File: config.mk
export PLATFORM = sky130hd
export DESIGN_NAME = slice_offset_ctrl
export DESIGN_NICKNAME = d
export VERILOG_FILES = /design/src/rtl/slice_offset_ctrl_pkg.sv /design/src/rtl/msb_priority_enc.sv /design/src/rtl/slice_offset_ctrl.sv
export SDC_FILE = /design/constraint.sdc
export NUM_CORES = 1
export LEC_CHECK = 0
export ABC_AREA = 1
export CAP_MARGIN = 10
export CORE_ASPECT_RATIO = 0.7
export CORE_MARGIN = 3
export CORE_UTILIZATION = 56
export DETAILED_ROUTE_END_ITERATION = 10
export HOLD_SLACK_MARGIN = 0.06
export PLACE_DENSITY = 0.8
export SYNTH_ARGS = -nofsm -noshare
export SYNTH_HDL_FRONTEND = slang
export SYNTH_SLANG_ARGS = --single-unit
File: constraint.sdc
create_clock -name clk -period 5.21 [get_ports clk]
set_input_delay 1.042 -clock clk [delete_from_list [all_inputs] [get_ports clk]]
set_output_delay 1.042 -clock clk [all_outputs]
set_load 0.02 [all_outputs]
File: src/rtl/slice_offset_ctrl_pkg.sv
// Shared types and helpers for the automatic slice-offset controller.
// Default widths, FSM encoding and the offset clamp.
package slice_offset_ctrl_pkg;

  localparam int DEF_DATA_WIDTH = 48;
  localparam int DEF_OUT_WIDTH  = 13;
  localparam int MAX_OFFSET     = DEF_DATA_WIDTH - DEF_OUT_WIDTH;

  typedef enum logic [1:0] {
    ST_ACCUM,
    ST_ENCODE,
    ST_UPDATE
  } state_t;

  function automatic int clamp(input int v, input int lo, input int hi);
    if (v < lo) return lo;
    if (v > hi) return hi;
    return v;
  endfunction

endpackage

File: src/rtl/msb_priority_enc.sv
// Combinational highest-set-bit encoder.
// zero is high when no bit is set; idx is then 0.
module msb_priority_enc #(
  parameter int W  = 48,
  parameter int IW = 7
) (
  input  logic [W-1:0]  din,
  output logic [IW-1:0] idx,
  output logic          zero
);

  // Scan upward so the highest set bit wins.
  always_comb begin
    idx = '0;
    for (int i = 0; i < W; i++) begin
      if (din[i]) idx = IW'(i);
    end
  end

  assign zero = ~|din;

endmodule

File: src/rtl/slice_offset_ctrl.sv
// Peak-tracking offset controller for a wide-to-narrow slicer.
// Fast attack, one-step decay with hysteresis, manual override.
module slice_offset_ctrl
  import slice_offset_ctrl_pkg::*;
#(
  parameter int DATA_WIDTH   = DEF_DATA_WIDTH,
  parameter int OUT_WIDTH    = DEF_OUT_WIDTH,
  parameter int OFFSET_WIDTH = 6,
  parameter int WINDOW_LOG2  = 10,
  parameter int HEADROOM     = 1,
  parameter int HYST         = 1,
  parameter int INIT_OFFSET  = 0
) (
  input  logic                    clk,
  input  logic                    sync_reset,
  input  logic                    valid_i,
  input  logic [DATA_WIDTH-1:0]   signal_i,
  input  logic                    manual_en_i,
  input  logic [OFFSET_WIDTH-1:0] manual_offset_i,
  output logic [OFFSET_WIDTH-1:0] offset_o,
  output logic                    offset_update_o,
  output logic                    window_done_o,
  output logic [OFFSET_WIDTH:0]   peak_msb_o
);

  localparam int MaxOff = DATA_WIDTH - OUT_WIDTH;
  localparam int PW     = OFFSET_WIDTH + 1;

  state_t                  state_q, state_d;
  logic [WINDOW_LOG2-1:0]  cnt_q;
  logic [DATA_WIDTH-1:0]   acc_q, snap_q, mag;
  logic [PW-1:0]           enc_idx;
  logic                    enc_zero;
  logic                    win_end;
  logic [OFFSET_WIDTH-1:0] off_d;
  int                      p, tgt, cur, man;

  assign mag     = signal_i ^ {DATA_WIDTH{signal_i[DATA_WIDTH-1]}};
  assign win_end = valid_i && (cnt_q == '1);

  msb_priority_enc #(
    .W  (DATA_WIDTH),
    .IW (PW)
  ) u_enc (
    .din  (snap_q),
    .idx  (enc_idx),
    .zero (enc_zero)
  );

  // FSM state register.
  always_ff @(posedge clk) begin
    if (sync_reset) state_q <= ST_ACCUM;
    else            state_q <= state_d;
  end

  // FSM next state: one encode and one update cycle per window.
  always_comb begin
    state_d = state_q;
    unique case (state_q)
      ST_ACCUM:  if (win_end) state_d = ST_ENCODE;
      ST_ENCODE: state_d = ST_UPDATE;
      ST_UPDATE: state_d = ST_ACCUM;
      default:   state_d = ST_ACCUM;
    endcase
  end

  // Window OR-accumulator; the end sample lands in the snapshot.
  always_ff @(posedge clk) begin
    if (sync_reset) begin
      cnt_q  <= '0;
      acc_q  <= '0;
      snap_q <= '0;
    end else if (valid_i) begin
      cnt_q <= cnt_q + WINDOW_LOG2'(1);
      if (win_end) begin
        snap_q <= acc_q | mag;
        acc_q  <= '0;
      end else begin
        acc_q <= acc_q | mag;
      end
    end
  end

  // Peak index register and the window-complete pulse.
  always_ff @(posedge clk) begin
    if (sync_reset) begin
      peak_msb_o    <= '1;
      window_done_o <= 1'b0;
    end else begin
      window_done_o <= (state_q == ST_ENCODE);
      if (state_q == ST_ENCODE)
        peak_msb_o <= enc_zero ? '1 : enc_idx;
    end
  end

  // Next offset: manual override first, else attack/decay on update.
  always_comb begin
    off_d = offset_o;
    p     = int'($signed(peak_msb_o));
    tgt   = clamp(p + 2 + HEADROOM - OUT_WIDTH, 0, MaxOff);
    cur   = int'(offset_o);
    man   = clamp(int'(manual_offset_i), 0, MaxOff);
    if (manual_en_i) begin
      off_d = OFFSET_WIDTH'(man);
    end else if (state_q == ST_UPDATE) begin
      if (tgt > cur)
        off_d = OFFSET_WIDTH'(tgt);
      else if (tgt + HYST < cur)
        off_d = offset_o - OFFSET_WIDTH'(1);
    end
  end

  // Offset register; pulse only on a real change.
  always_ff @(posedge clk) begin
    if (sync_reset) begin
      offset_o        <= OFFSET_WIDTH'(INIT_OFFSET);
      offset_update_o <= 1'b0;
    end else begin
      offset_o        <= off_d;
      offset_update_o <= (off_d != offset_o);
    end
  end

endmodule

* Yosys cells after proc, flatten, opt, wreduce, memory -nomap -nowiden
Index checks and enable logic that the tools add are counted.
Storage, ports and cells: word-level logic and storage cells 94, register bits 123, input bits 58, output and inout port bits 15
Operators by class: reductions and logical operators 4, $add $sub $neg 6, mux-type cells 64, magnitude comparators 5, eq/ne operators 5, bitwise gates (word level) 2
Operators by type and width (number):
- $mux 6 | 23
- $mux 5 | 16
- $mux 32 | 2
- $mux 48 | 1
- $or 48x48->48 | 1
- $reduce_or 48->1 | 1
- $xor 48x48->48 | 1
- $add 32x2->32 const B | 1
- $gt 32x7->1 | 1
- $lt 32x7->1 | 1
- $mux 4 | 8
- $mux 3 | 4
- $add 10x1->10 const B | 1
- $eq 10x10->1 const B | 1
- $gt 10x7->1 const B | 1
- $lt 10x1->1 const B | 1
- $sub 9x5->10 const B | 1
- $add 8x2->9 const B | 1
- $add 7x3->8 const B | 1
- $mux 7 | 1
- $gt 6x6->1 const B | 1
- $mux 2 | 3
- $ne 6x6->1 | 1
- $sub 6x1->6 const B | 1
- 8 further kinds | 12

* Longest topological paths before layout
Gate-level depths: netlist of run 1.
word-level depth 48, mapped depth 47

* By module
A second synthesis of run 1 with hierarchy kept.
Second synthesis, totals: cell total of the unflattened synthesis 933, area, all modules 6397.4 sq um
Modules (own cells, without submodules):
- slice_offset_ctrl | area an instance 5748.0 sq um, cells each 772, times used 1
- msb_priority_enc | area an instance 649.4 sq um, cells each 161, times used 1

* Least setup slack after synthesis of run 1
No wires, ideal clock.
path kind register to register, start point reg peak_msb_o[1], end point reg offset_update_o, arrival 3.968 ns, cell stages (with the launch flop) 30, buffers on the path 0, setup slack 1.132 ns, cells stage by stage dfxtp_1 -> inv_1 -> ha_1 -> o21ai_1 -> nand2_1 -> o21ai_1 -> inv_2 -> o21ai_1 -> nand2_1 -> a21oi_1 -> ha_1 -> xnor2_1 -> inv_1 -> ha_1 -> a21oi_1 -> o21ai_1 -> a21oi_1 -> o21ai_1 -> nor4_1 -> nand3_1 -> a21oi_1 -> o21ai_1 -> o211ai_1 -> o21ai_1 -> o21ai_1 -> o221ai_1 -> a21oi_1 -> nand2_1 -> nand2_1 -> inv_1
Between the ends: longest elaborated chain between the ends 15, elaborated cells between the ends (all ways) 19, those cells by class add/sub (4); order compare (4); eq/ne (1); mux (10)
Ends and longest elaborated chain:
- start, declared | line slice_offset_ctrl.sv:23 | output logic [OFFSET_WIDTH:0] peak_msb_o
- start signal, assigned | line slice_offset_ctrl.sv:92 | peak_msb_o <= enc_zero ? '1 : enc_idx;
- $add 7x3->8 * | line slice_offset_ctrl.sv:100 | tgt = clamp(p + 2 + HEADROOM - OUT_WIDTH, 0, MaxOff);
- $add 8x2->9 * | line slice_offset_ctrl.sv:100
- $sub 9x5->10 * | line slice_offset_ctrl.sv:100
- $gt 10x7->1 | line slice_offset_ctrl_pkg.sv:17 | if (v > hi) return hi;
- $mux 1 (2 in series) | line slice_offset_ctrl_pkg.sv:17
- $mux 32 | line slice_offset_ctrl_pkg.sv:18 | return v;
- $mux 32 * | line slice_offset_ctrl_pkg.sv:17
- $add 32x2->32 | line slice_offset_ctrl.sv:108 | else if (tgt + HYST < cur)
- $lt 32x7->1 | line slice_offset_ctrl.sv:108
- $mux 6 | line slice_offset_ctrl.sv:108
- $mux 6 * | line slice_offset_ctrl.sv:106 | if (tgt > cur)
- $mux 6 * | line slice_offset_ctrl.sv:105 | end else if (state_q == ST_UPDATE) begin
- $mux 6 * | line slice_offset_ctrl.sv:103 | if (manual_en_i) begin
- $ne 6x6->1 * | line slice_offset_ctrl.sv:120 | offset_update_o <= (off_d != offset_o);
- end signal, assigned | line slice_offset_ctrl.sv:120
- end, declared | line slice_offset_ctrl.sv:21 | output logic offset_update_o,
Mark *: on every way between the ends. The rest lies on a longest branch, timed or not. The select of a mux whose other input is x is not followed. A chain may end at the register's enable or synchronous reset.

* Worst setup path after layout of run 1
Same ends and word-level chain as after synthesis.

==> results of run 1 <==
[what timing repair did]
item | 4_1_cts | 5_1_grt
endpoints found under the hold margin | 0 | 0
hold buffers | 0 | 0
gates resized for setup | 0 | 1
endpoints found under the setup margin | 0 | 1
[kinds of logic (layout without fill, tap and decap cells)]
group,after synthesis,count (layout),synth area share
AOI/OAI and AO/OA,221,221,0.2002
xor gates and xnor gates,57,57,0.08235
adders and majority gates,16,16,0.03302
buffers and inverters,176,251,0.1160
DFF,121,121,0.3996
and+or+nand+nor,231,231,0.1688
[metrics by stage]
| stage | hold slack (ns) | power (mW) | instances | utilization | cell area, um2 |
|---|---|---|---|---|---|
| detailed placement | 0.4366 | 1.238 | 997 | 0.6587 | 6873 |
| global route | 0.4513 | 2.601 | 1029 | 0.7215 | 7528 |
| finish | 0.4444 | 2.515 | 1029 | 0.7215 | 7528 |
| global placement | 0.4102 | 1.228 | 997 | 0.6587 | 6873 |
| floorplan | 0.4007 | 1.148 | 822 | - | 6062 |
| CTS | 0.4457 | 2.526 | 1029 | 0.7210 | 7522 |
[state kept, by name (all words and copies together) (netlist names)]
register / count
state_q: 2
window_done_o: 1
snap_q: 47
offset_o: 6
offset_update_o: 1
acc_q: 47
cnt_q: 10
peak_msb_o: 7
[placed cells by master (no fill, tap or decap), types with 4 or more instances in the layout]
cell	instances
inv_2	17
clkbuf_16	17
a31oi_1	50
inv_1	123
nor2_1	55
or2_2	38
clkdlybuf4s50_1	71
o21ai_0	15
o211ai_1	9
nand3_1	14
clkinvlp_4	4
bufinv_16	5
a21oi_1	78
o21ai_1	61
or2_1	10
xor2_1	5
nand2_1	103
nor3_1	7
xnor2_1	52
dfxtp_1	121
ha_1	16
[worst min-delay path by stage]
| stage | end | slack, ns | cells after the start |
|---|---|---|---|
| final | state_q[0] | 0.44 | 1 |
| after global routing | state_q[0] | 0.45 | 1 |
| after detailed placement | state_q[0] | 0.44 | 1 |
| after global placement | state_q[0] | 0.41 | 1 |
| after CTS | state_q[0] | 0.45 | 1 |
| after floorplan | state_q[0] | 0.40 | 1 |
[per-layer routing]
layer  track usage  wire length [um]  vias to the layer above
li1              -                 -                     2787
met1        0.3312              6924                     2496
met5             0                 0                        -
met4       0.07277               167                        0
met3       0.05080               623                       19
met2        0.4032              6650                      130
[cell type report]
cell class | count | area, um2 | share of cell area
multi-input cells | 525 | 2943 | 0.3909
flip-flops and latches | 121 | 2422 | 0.3218
repair buffers | 76 | 770.7 | 0.1024
inverters | 143 | 578.1 | 0.07678
clock buffers | 18 | 429.2 | 0.05701
clock inverters | 14 | 220.2 | 0.02925
well taps | 132 | 165.2 | 0.02194
[report_power, final]
group          total (mW)  switching, mW  internal [mW]
sequential          0.975         0.0138          0.962
clock                1.29          0.441          0.852
combinational       0.247          0.127          0.120
total                2.52          0.582           1.93
==> out/qor.yml, run 1 <==
critical_path:
  worst-path-buf-inv: 4
  cp-endpoint: "offset_update_o"
  start_kind: "flop"
  cp_max_fo: 5
  regToRegSetupSlack_ns: 0.68
  slowest_stage: "dfxtp_1"
  cp_num_cells: 29
  slowest_delay_ns: 0.40
  r2r-start: "peak_msb_o[1]"
  crit_type: "reg2reg"
  r2r-end: "offset_update_o"
  crit_family: "compound AO/OA/AOI/OAI gates"
  r2r_cells: 29
  crit_top_cell: "o21ai_1"
  cp-end-kind: "flop"
  cp-startpoint: "peak_msb_o[1]"
  arrival_ns: 4.84
  required_ns: 5.52
pwr:
  vdd_ir_drop_max_mv: 0.2443
  p_leak_nw: 3.142
  powerDensity_nw_per_um2: 334.1
status:
  status: "complete, no violations"
timing:
  period_share: 0.8697
  finalMaxSlewViolations: 0
  finalHoldViolCount: 0
  tns_ns: 0
  fmax_ghz: 0.2207
  fin_ws_ns: 0.6789
  maxSlewHeadroom: 0.5096
  min_period_ns: 4.531
  tightest_slew_ns: 0.7357
  rsz0062_at_grt: "false"
  setup_viol: 0
  skew_ns: 0.01176
detailed_routing:
  totalWireLength_um: 14370
  ant_nets: 0
  via_per_inst: 5.279
  drt-pass1-iter-count: 6
  route.detailed.drc: 0
  routedWlPerCell_um: 13.96
  num_vias: 5432
  drtIter0Drc: 358
logic_synthesis:
  postSynthAreaPerCell_um2: 7.375
  yosysSeqAreaShare: 0.3996
  synth.most_common_cell: "inv_1"
  synth-async-reset-ratio: 0
  synth_cell_type_count: 28
  synth_top_area_share: 0.3996
  postSynthCellCount: 822
  synthFlopType: "dfxtp_1"
  yosysWarnings: 0
  synthTopCellsByCount: "123 x inv_1, 121 x dfxtp_1, 103 x nand2_1, 78 x a21oi_1, 61 x o21ai_1"
  synth_edf_count: 0
  synth_area_leaders: "dfxtp_1 40%, inv_1 7.6%, xnor2_1 7.5%, a21oi_1 6.4%, nand2_1 6.4%"
  yosysTopAreaCell: "dfxtp_1"
  syn_nets: 896
  ys_seq_elements: 121
  syn_area_um2: 6062
place:
  port_buffers: 72
  dp_hpwl_um: 9620
  gp_congestion: 0.8720
  pre_cts_slack_ns: 0.6748
finish:
  drive_above_1_share: 0.1059
  area_growth_pct: 24.19
  diodes: 0
  fillers: 834
  finalNetCount: 958
floorplan:
  rows: 31
  initial_core_util: 0.5810
  chipHeight_um: 93.05
  die-area_um2: 12130
  pin_count: 73
  core_area_um2: 10430
  die_x_um: 130.4
flow_run:
  drv_cap: 0
clocking:
  numCtsBuffers: 17
  path_clk_slew_ns: 0.06
  cts_tree: "done"
  clockRootBuffer: "clkbuf_16"
  cts_max_level: 4
  cts_sinks: 121
  cts_setup_buffers: 0
  cts.path.max_buffers: 2
  clk_latency_ns: 0.41
grt:
  grt_max_degree: 95
  grtUsageTotal: 0.2470
  grt_pass1_wl_um: 24130
  grt_pass1_vias: 5215
  grt-ovfl-total: 0
  antenna_found_initial: 0
worst_hold_path:
  worstHoldStart: "state_q[0]"
  hold_path.class: "reg2reg"
(Power assumes the default switching activity.)
==> inputs of run 2 (changes only) <==
CORE_ASPECT_RATIO = 2   (was 0.7)
PLACE_DENSITY = 0.83   (was 0.8)
==> out/qor.yml, run 2 (synthesis results as in run 1) <==
timing:
  finalMaxSlewViolations: 0  # unchanged
  min_period_ns: 4.578  # +0.04694 ns
  period_share: 0.8787  # +0.009009
  fin_ws_ns: 0.6320  # -0.04694 ns
  finalHoldViolCount: 0  # unchanged
  setup_viol: 0  # unchanged
  skew_ns: 0.007836  # -0.003920 ns
  timing.hold.ws_ns: 0.4225  # -0.02192 ns
  fmax_ghz: 0.2184  # -1.0%
  tightest_slew_ns: 0.7033  # -0.03239 ns
  maxSlewHeadroom: 0.5305  # +0.02091
  rsz0062_at_grt: "false"
  tns_ns: 0  # unchanged
finish:
  final_util: 0.7043  # -0.01726
  finalNetCount: 959  # +0.10%
  diodes: 0  # unchanged
  fillers: 826  # -0.96%
  reg_top3: "acc_q (47), snap_q (47), cnt_q (10)"
  drive_above_1_share: 0.1024  # -0.003459
  layout_common_cells: "123 x inv_1, 121 x dfxtp_1, 103 x nand2_1, 78 x a21oi_1, 71 x clkdlybuf4s50_1"
  fin_cells: 1035  # +0.58%
  final_common_cell: "inv_1"
  area_growth_pct: 22.50
  design_area_um2: 7426  # -1.4%
place:
  dp.cells: 1003  # +0.60%
  pre_cts_slack_ns: 0.7524  # +0.07758 ns
  dpl_cell_area_um2: 6874  # about the same
  port_buffers: 72  # unchanged
  dp_hpwl_um: 9204  # -4.3%
  gp_congestion: 0.9100  # +4.4%
grt:
  grt_pass1_wl_um: 22200  # -8.0%
  grt_pass1_vias: 5118  # -1.9%
  antenna_found_initial: 0  # unchanged
  grt_max_degree: 50  # -47%
  grtUsageTotal: 0.2274  # -0.01961
  grt-ovfl-total: 0  # unchanged
floorplan:
  rows: 53  # +71%
  die_x_um: 79.57  # -39%
  initial_core_util: 0.5749  # -0.006067
  die-area_um2: 12190  # +0.46%
  core_area_um2: 10540  # +1.1%
  pin_count: 73  # unchanged
  chipHeight_um: 153.1  # +65%
clocking:
  cts_setup_buffers: 0  # unchanged
  cts.path.max_buffers: 2  # unchanged
  clk_latency_ns: 0.41  # about the same
  path_clk_slew_ns: 0.05  # about the same
  cts_hold_buf: 0  # unchanged
  cts_sinks: 121  # unchanged
  cts_max_level: 4  # unchanged
  cts_tree: "done"
  clockRootBuffer: "clkbuf_16"
  post_cts_resized: 0  # unchanged
  numCtsBuffers: 17  # unchanged
critical_path:
  worst-path-buf-inv: 4  # unchanged
  crit_top_cell: "o21ai_1"
  required_ns: 5.52  # about the same
  crit_type: "reg2reg"
  slowest_delay_ns: 0.41  # about the same
  start_kind: "flop"
  arrival_ns: 4.88  # +0.04 ns
  crit_family: "compound AO/OA/AOI/OAI gates"
  cp_max_fo: 5  # unchanged
  slowest_stage: "dfxtp_1"
  cp-end-kind: "flop"
detailed_routing:
  num_vias: 5336  # -1.8%
  via_per_inst: 5.156  # -2.3%
  ant_nets: 0  # unchanged
  route.detailed.drc: 0  # unchanged
  routedWlPerCell_um: 12.81  # -8.2%
  drtIter0Drc: 271  # -24%
  totalWireLength_um: 13260  # -7.7%
  drt-pass1-iter-count: 5  # -1
pwr:
  totalPowerFinal_mw: 2.301  # -8.5%
  vdd_ir_drop_max_mv: 0.2756  # +13%
  powerDensity_nw_per_um2: 309.9  # -7.3%
  p_leak_nw: 3.109  # -1.1%
worst_hold_path:
  hold_path.class: "reg2reg"
flow_run:
  drv_cap: 0  # unchanged
status:
  status: "complete, no violations"
## run 2: cell count changes in the layout (fill, tap and decap cells not counted), sizes merged
cell / change
clkinv: +2
bufinv: -4
clkbuf: +6
buf: +1
clkinvlp: -2
inv: -2
## run 2: worst register-to-register path: cells and delay by family, from the launching register on
kind | cells | cell delay (ns)
AO/OA/AOI/OAI | 15 | 2.11
flip-flops | 1 | 0.41
AND/OR/NAND/NOR | 6 | 0.87
adder cells (fa/ha/maj) | 3 | 0.75
XOR/XNOR | 1 | 0.12
buffers and inverters | 4 | 0.23
## run 2: layer usage
metal | vias up | track usage | wire [um]
li1 | 2786 | - | -
met1 | 2411 | 0.2454 | 5364
met2 | 109 | 0.4164 | 7132
met3 | 30 | 0.04599 | 381
met4 | 0 | 0.09508 | 381
met5 | - | 0 | 0
## run 2: worst paths after layout
check                      from              end  slack (ns)  cells after the start
hold reg to reg      state_q[0]       state_q[0]        0.42                      1
hold / removal       state_q[0]       state_q[0]        0.42                      1
setup reg to reg  peak_msb_o[1]  offset_update_o        0.63                     29
setup / recovery  peak_msb_o[1]  offset_update_o        0.63                     29
## run 2: cell type report
| cell class | count | area (um2) | share of cell area |
|---|---|---|---|
| clock buffer | 24 | 481.7 | 0.06487 |
| tap | 137 | 171.4 | 0.02308 |
| clock inverter | 8 | 70.07 | 0.009436 |
| timing repair buffer | 77 | 765.7 | 0.1031 |
| sequential | 121 | 2422 | 0.3262 |
| multi-input combinational | 525 | 2937 | 0.3955 |
| inverter | 143 | 578.1 | 0.07784 |
## run 2: report_power, final
group	internal [mW]	leakage [nW]	switching, mW
logic	0.119	1.85	0.123
registers	0.962	0.988	0.0134
clock network	0.688	0.270	0.395
==> inputs of run 3 (changes only) <==
CORE_UTILIZATION = 58   (was 56)
CTS_BUF_LIST = sky130_fd_sc_hd__clkbuf_4   (was unset)
PLACE_DENSITY = 0.86   (was 0.83)
==> out/qor.yml, run 3 (synthesis results as in run 1) <==
status:
  status: "complete, no violations"
finish:
  area_growth_pct: 18.70
  final_common_cell: "inv_1"
  reg_top3: "acc_q (47), snap_q (47), cnt_q (10)"
  layout_common_cells: "123 x inv_1, 121 x dfxtp_1, 103 x nand2_1, 78 x a21oi_1, 71 x clkdlybuf4s50_1"
  finalNetCount: 959  # unchanged
  drive_above_1_share: 0.1047  # +0.002227
grt:
  grt_pass1_vias: 5307  # +3.7%
  grt_max_degree: 50  # unchanged
  grtUsageTotal: 0.2452  # +0.01778
  grt-ovfl-total: 0  # unchanged
  grt_pass1_wl_um: 23110  # +4.1%
  antenna_found_initial: 1  # +1
clocking:
  cts_hold_buf: 0  # unchanged
  numCtsBuffers: 17  # unchanged
  path_clk_slew_ns: 0.10  # +0.05 ns
  clk_latency_ns: 0.52  # +0.11 ns
  clockRootBuffer: "clkbuf_4"
  cts_tree: "done"
  cts.path.max_buffers: 2  # unchanged
  cts_max_level: 4  # unchanged
  cts_sinks: 121  # unchanged
critical_path:
  crit_type: "reg2reg"
  slowest_delay_ns: 0.42  # about the same
  start_kind: "flop"
  required_ns: 5.68  # +0.16 ns
  cp_max_fo: 5  # unchanged
  r2r_cells: 30  # +3.4%
  slowest_stage: "dfxtp_1"
  crit_top_cell: "o21ai_1"
  arrival_ns: 5.03  # +0.15 ns
  cp-end-kind: "flop"
detailed_routing:
  routedWlPerCell_um: 13.53  # +5.6%
  ant_nets: 0  # unchanged
  route.detailed.drc: 0  # unchanged
  via_per_inst: 5.348  # +3.7%
  num_vias: 5530  # +3.6%
  drt-pass1-iter-count: 5  # unchanged
  drtIter0Drc: 274  # +1.1%
  totalWireLength_um: 13990  # +5.5%
flow_run:
  drv_cap: 0  # unchanged
pwr:
  p_leak_nw: 2.997  # -3.6%
  powerDensity_nw_per_um2: 270.1  # -13%
  totalPowerFinal_mw: 1.944  # -16%
  vdd_ir_drop_max_mv: 0.2779  # +0.85%
timing:
  finalMaxSlewViolations: 0  # unchanged
  setup_viol: 0  # unchanged
  finalHoldViolCount: 0  # unchanged
  fmax_ghz: 0.2191  # +0.32%
  rsz0062_at_grt: "false"
  period_share: 0.8759  # -0.002806
  tns_ns: 0  # unchanged
  timing.hold.ws_ns: 0.4258  # +0.003310 ns
  skew_ns: 0.01522  # +0.007387 ns
  maxSlewHeadroom: 0.5291  # -0.001357
  min_period_ns: 4.563  # -0.01462 ns
  tightest_slew_ns: 0.7053  # +0.002033 ns
floorplan:
  die-area_um2: 11790  # -3.3%
  pin_count: 73  # unchanged
  initial_core_util: 0.5973  # +0.02233
  core_area_um2: 10150  # -3.7%
  die_x_um: 78.29  # -1.6%
  rows: 52  # -1.9%
  chipHeight_um: 150.6  # -1.7%
place:
  port_buffers: 72  # unchanged
  dp_hpwl_um: 9965  # +8.3%
  gp_congestion: 0.9052  # -0.53%
worst_hold_path:
  holdPathStages: 1  # unchanged
  hold_path.class: "reg2reg"
[run 3: cell types whose count changed in the layout (fill, tap and decap cells not counted), moves of 2 or more]
cell | before | now
clkbuf_16 | 17 | 0
clkinvlp_4 | 2 | 4
clkinv_1 | 0 | 3
clkbuf_8 | 3 | 0
clkbuf_4 | 0 | 18
clkinv_2 | 5 | 2
clkbuf_1 | 4 | 0
bufinv_16 | 1 | 4
[run 3: worst max-delay path, delay by kind of cell, from the launching register on]
family | cells | cell delay, ns
and+or+nand+nor | 6 | 0.48
AOI/OAI and AO/OA | 14 | 2.23
xor gates and xnor gates | 2 | 0.30
buffers and inverters | 5 | 0.32
DFF | 1 | 0.42
adders and majority gates | 3 | 0.78
[run 3: final cells by class]
type / instances / area, um2
well taps: 135 / 168.9
flip-flops and latches: 121 / 2422
repair buffers: 77 / 765.7
diodes: 1 / 2.502
clock inverters: 14 / 180.2
multi-input cells: 525 / 2943
inverters: 143 / 578.1
fillers: 870 / 2954
clock buffers: 18 / 135.1
[run 3: stage by stage]
step,cell area (um2),std cells,util,setup WS (ns)
after floorplan,6062,822,-,1.132
after global placement,6872,1001,0.6770,0.9925
after detailed placement,6872,1001,0.6770,0.6975
after CTS,7187,1033,0.7081,0.6974
after global routing,7196,1034,0.7090,0.1618
final,7196,1034,0.7090,0.6466
[run 3: where the power goes]
group	total [mW]	leakage (nW)	internal [mW]	switching, mW
logic	0.245	1.85	0.119	0.126
registers	0.975	0.988	0.960	0.0144
clock network	0.725	0.157	0.380	0.345
total	1.94	3.00	1.46	0.485
[run 3: worst paths after layout]
| check | from | to | slack (ns) |
|---|---|---|---|
| min reg2reg | state_q[0] | state_q[0] | 0.43 |
| max reg2reg | peak_msb_o[1] | offset_update_o | 0.65 |
| min | state_q[0] | state_q[0] | 0.43 |
| max | peak_msb_o[1] | offset_update_o | 0.65 |
[run 3: timing repair]
item,4_1_cts,5_1_grt
setup buffers,0,0
setup endpoints to repair,0,1
gates resized for setup,0,1
[run 3: per-layer routing]
metal  global-route usage  routed length, um  vias up
li1                     -                  -     2792
met4               0.1165                496        0
met3              0.05150                444       34
met1               0.2438               5189     2569
met5                    0                  0        -
met2               0.4721               7856      135
